File: src/rtl/dbg_guv_log_arb.sv
// Round-robin, packet-aware arbiter merging the catted log streams of several
// debug governors onto one registered AXI-Stream log channel tagged with source index.
module dbg_guv_log_arb #(
    parameter int unsigned N_INPUTS   = 4,
    parameter int unsigned SEL_WIDTH  = 2,
    parameter int unsigned DATA_WIDTH = 69,
    parameter bit          PKT_LOCK   = 1'b1
) (
    input  logic                           clk,
    input  logic                           rst,
    input  logic [N_INPUTS*DATA_WIDTH-1:0] in_TDATA,
    input  logic [N_INPUTS-1:0]            in_TVALID,
    output logic [N_INPUTS-1:0]            in_TREADY,
    input  logic [N_INPUTS-1:0]            in_TLAST,
    output logic [DATA_WIDTH-1:0]          out_TDATA,
    output logic                           out_TVALID,
    input  logic                           out_TREADY,
    output logic                           out_TLAST,
    output logic [SEL_WIDTH-1:0]           out_TID
);

    typedef enum logic {IDLE, LOCKED} state_t;

    state_t               state;
    logic [SEL_WIDTH-1:0] grant;
    logic [SEL_WIDTH-1:0] last_grant;
    logic [SEL_WIDTH-1:0] next_grant;
    logic                 any_valid;
    logic                 grant_ready;
    logic                 take;
    logic                 release_grant;

    // Round-robin scan starting just after the previous winner.
    always_comb begin
        int unsigned idx;
        idx        = 0;
        next_grant = '0;
        any_valid  = 1'b0;
        for (int unsigned k = 1; k <= N_INPUTS; k++) begin
            idx = (32'(last_grant) + k) % N_INPUTS;
            if (!any_valid && in_TVALID[idx]) begin
                any_valid  = 1'b1;
                next_grant = SEL_WIDTH'(idx);
            end
        end
    end

    assign grant_ready   = !out_TVALID || out_TREADY;
    assign take          = (state == LOCKED) && in_TVALID[grant] && grant_ready;
    assign release_grant = take && (!PKT_LOCK || in_TLAST[grant]);

    always_comb begin
        in_TREADY = '0;
        if (state == LOCKED)
            in_TREADY[grant] = grant_ready;
    end

    always_ff @(posedge clk or posedge rst) begin
        if (rst) begin
            state      <= IDLE;
            grant      <= '0;
            last_grant <= SEL_WIDTH'(N_INPUTS - 1);
            out_TDATA  <= '0;
            out_TVALID <= 1'b0;
            out_TLAST  <= 1'b0;
            out_TID    <= '0;
        end else begin
            case (state)
                IDLE: begin
                    if (any_valid) begin
                        grant <= next_grant;
                        state <= LOCKED;
                    end
                end
                LOCKED: begin
                    if (release_grant) begin
                        last_grant <= grant;
                        state      <= IDLE;
                    end
                end
                default: state <= IDLE;
            endcase

            // Output register drains independently of the grant state.
            if (take) begin
                out_TDATA  <= in_TDATA[grant*DATA_WIDTH +: DATA_WIDTH];
                out_TLAST  <= in_TLAST[grant];
                out_TID    <= grant;
                out_TVALID <= 1'b1;
            end else if (out_TREADY) begin
                out_TVALID <= 1'b0;
            end
        end
    end

endmodule
File: config.mk
export PLATFORM = sky130hd
export DESIGN_NAME = dbg_guv_log_arb
export DESIGN_NICKNAME = d
export VERILOG_FILES = /design/src/rtl/dbg_guv_log_arb.sv
export SDC_FILE = /design/constraint.sdc
export NUM_CORES = 1
export LEC_CHECK = 0
export CORE_AREA = 2 2 140 142
export DETAILED_ROUTE_END_ITERATION = 16
export DIE_AREA = 0 0 142 144
export PLACE_DENSITY = 0.71
export SYNTH_ARGS = -nofsm -noshare
export SYNTH_HDL_FRONTEND = slang
export SYNTH_SLANG_ARGS = --single-unit
File: constraint.sdc
create_clock -name clk -period 5.1 [get_ports clk]
set_clock_uncertainty 0.1 [all_clocks]
set_input_delay 0.51 -clock clk [delete_from_list [all_inputs] [get_ports clk]]
set_output_delay 0.51 -clock clk [all_outputs]
set_load 0.01 [all_outputs]
==> flow_results.org <==
** Status
- The flow ran to the end, and the final reports show no timing, DRC or antenna violations.

** Placed design
- Before CTS, the worst setup slack after placement is 1.84 ns.
- During placement, the flow inserted port buffers numbering 363.
- GPL Wtd Cong :: approximately 0.86
- Placed wire-length estimate :: roughly 13000 um
- Inst Count DP :: ~860

** Power and ir drop
- Combinational fraction of design power :: 0.573
- In this run the power spent charging and discharging nets is between 1 and 1.5 mW.
- Share of power burned in the clock network :: 0.127
- Leakage power summed over all cells :: 3.32 nW
- The share of total power dissipated in sequential elements is 0.300.
- Of the total power, the share spent switching nets is 0.327.
- The design draws ~4.4 mW.
- Peak ir drop on the vdd network :: approximately 0.0005 V
- Power spread over the standard cell area amounts to about 500 nW/um^2.
- The internal power of the cells totals between 2 and 3 mW.

** Layout
- Layout cells sized above 1 :: 0.249
- The finished layout holds ~900 standard cells, fillers aside.
- For this run, the post-layout net count is approximately 920.
- The repair_antennas step left the layout with diodes totalling 0.
- The area growth from synthesis to layout is 83.8%.

** CTS
- In this run the number of H-tree levels came out at 3.
- Clock-pin slew was measured on the worst setup and hold paths at about 0.06 ns.
- Post-cts repair resize count :: 0
- Counting along the longest clock path gives a buffer depth of 2.
- For this design, the CTS-stage hold fixing added 0 buffers.
- Clock network latency to the later pin of the worst-skew pair :: around 0.33 ns
- For this design, the sink count on the clock tree is 78.
- CTS tree :: built
- Post-CTS timing repair inserted 0 buffers for setup.
- Master cell of the clock root buffer :: clkbuf_16
- The number of clock buffers added by TritonCTS is 9.

** Routing
- The detail route stage leaves a number of antenna-violating nets equal to 0.
- Number of design-rule violations left by the first detailed-router iteration :: 199
- Using the TritonRoute via totals, the vias-per-cell ratio works out to around 4.7.
- Dividing the detail-routed wire length by the instance count gives 18.9 um.
- DRT Wirelength :: approximately 17000 um
- The first detailed-routing pass took 4 iterations.
- Residual DRC count :: 0
- Vias :: between 4k and 5k

** Critical path
- Buffering stage count on the worst path with inverters included :: 0
- The worst setup path is launched from a flop.
- Broken down by cell family, the worst path's largest delay share belongs to flip-flops.
- Startpoint-to-endpoint class of the critical path :: flop to flop
- Max incr delay on CP :: between 1 and 1.5 ns
- CP max-delay cell :: dfrtp_4
- Data arrives at the worst endpoint at around 3.4 ns.
- Data on the critical path is required at its endpoint by 5.21 ns.
- Endpoint kind of the worst setup timing path :: flop
- Cell-by-cell trace of the critical path :: mux4_2, nand3_4, mux2_1
- Highest fanout seen on the critical path :: between 70 and 80

** Floorplan
- CORE AREA :: about 19000 um^2
- Cell row count :: 51
- The die is roughly 140 um tall.
- The die covers between 20000 and 25000 um^2.
- Number of primary I/O pins :: between 300 and 400
- Starting density of the core :: 0.252
- In this run the horizontal extent of the chip is 142 um.

** Timing
- The number of max-slew violations in the final report came to 0.
- Dividing the final minimum period by the clock period gives 0.639.
- Minimum hold slack :: between 0.3 and 0.4 ns
- Number of hold violations in the final report :: 0
- Normalized max-slew margin :: 0.299
- Fmax achieved :: approximately 300 MHz
- Setup slack on the critical path of the routed design comes to 1.84 ns.
- Subtracting the final worst setup slack from the clock period gives between 3 and 4 ns.
- After routing, the total negative slack on setup checks comes to 0 ns.
- RSZ-0062 raised after global routing :: no
- At the pin with the least slew margin, the transition time is 1.05 ns.
- Final number of setup-violating endpoints :: 0

** GRT
- The first global-routing pass estimated 24600 um of wire.
- The number of antenna violations at the first check in global routing is 1.
- Entering global routing, the biggest net connects 80 pins.
- For this run the aggregate overflow at the end of global routing stands at 0.
- Number of global-route vias before repair :: between 4k and 5k
- Across every metal layer, demand over resource in global routing totals 0.157.

** Synth
- Synthesis inferred around 80 register bits.
- Area of the mapped netlist :: ~4800 um^2
- After synthesis, the mean cell area works out to between 15 and 20 um^2.
- Counting every instance in the synthesized netlist gives ~290.
- Sequential element share of the synthesized area :: 0.407
- The number of nets in the synthesized netlist is around 580.
- Yosys warning count :: 0
- After synthesis, the netlist uses 33 different library cells.

** Min path
- Worst hold path class :: flop to flop

** Job
- The tool flagged a number of max-cap violations equal to 0.
-- cells in the final DEF (no fill, tap or decap), drive strengths merged, types with 2 or more instances in the layout --
cell type      instances
a21oi                  2
dfrtp                 76
buf                    2
dfstp                  2
clkbuf                14
mux4                  71
nor2                   6
inv                    2
nand3                  5
clkinv                 2
mux2                  74
clkdlybuf4s50        363
nand2b                 2
nand2                  4
-- per-layer routing --
metal | track usage | routed length (um)
met1 | 0.183 | 6320
met2 | 0.274 | 8620
met3 | 0.0450 | 1250
met4 | 0.0589 | 384
met5 | 0 | 16
-- registers in the layout, indices dropped and copies added (netlist names) --
name and count:
out_TDATA 69, grant 2, last_grant 2, out_TID 2
out_TLAST 1, out_TVALID 1, state 1
-- power groups by stage --
stage | sequential (mW) | clock, mW | combinational (mW)
final | 1.32 | 0.557 | 2.52
after global routing | 1.39 | 0.607 | 2.67
after CTS | 1.33 | 0.586 | 2.56
after detailed placement | 1.33 | 0 | 2.55
after global placement | 1.31 | 0 | 2.50
after floorplan | 1.26 | 0 | 1.54
-- final cells by class --
cell class	instances	area, um^2
clock buffers	14	244
fillers	1730	10200
multi-input cells	180	2650
well taps	238	298
flip-flops and latches	78	1960
clock inverters	2	12.5
inverters	3	12.5
repair buffers	365	3650
-- worst register-to-register path, cell delays in order, from the launching register on --
cell     delay (ns)
dfrtp_4        1.12
mux4_2         0.47
nand3_4        0.72
mux2_1         0.73
-- synthesized netlist by cell type (all sizes together) --
master | number | area (um^2)
dfrtp | 76 | 1900
mux2 | 74 | 833
mux4 | 71 | 1600
buf | 19 | 155
clkbuf | 8 | 30.0
nor2 | 6 | 22.5
nand3 | 5 | 37.5
nand2 | 4 | 15.0
inv | 3 | 11.3
a21oi | 2 | 10.0
dfstp | 2 | 52.6
nand2b | 2 | 12.5
a21bo | 1 | 10.0
a21boi | 1 | 7.51
a21o | 1 | 7.51
a22o | 1 | 8.76
a31o | 1 | 8.76
and3b | 1 | 8.76
mux2i | 1 | 10.0
nand4 | 1 | 6.26
nor2b | 1 | 6.26
nor3 | 1 | 5.00
nor3b | 1 | 7.51
nor4 | 1 | 6.26
o21ai | 1 | 5.00
o31ai | 1 | 7.51
o41a | 1 | 11.3
or4 | 1 | 7.51
-- metrics by stage --
| step | utilization | area [um^2] |
|---|---|---|
| finish | 0.463 | 8830 |
| global route | 0.463 | 8830 |
| CTS | 0.463 | 8830 |
| detailed placement | 0.449 | 8570 |
| global placement | 0.449 | 8570 |
| floorplan | - | 4800 |
-- worst paths after layout --
check	to	from	slack (ns)	depth (start not counted)
max in group asynchronous	grant[0]	rst	3.41	3
hold reg to reg	out_TLAST	out_TLAST	0.39	1
hold / removal	out_TLAST	out_TLAST	0.39	1
min in group asynchronous	out_TDATA[26]	rst	0.50	2
setup reg to reg	out_TDATA[24]	grant[1]	1.84	3
setup / recovery	out_TDATA[24]	grant[1]	1.84	3
-- kinds of logic after synthesis --
group / after synthesis / synth area share
AOI/OAI and AO/OA: 10 / 0.0159
DFF: 78 / 0.407
and+or+nand+nor: 24 / 0.0281
buffers and inverters: 30 / 0.0409
muxes: 146 / 0.508
(Power assumes the default switching activity.)
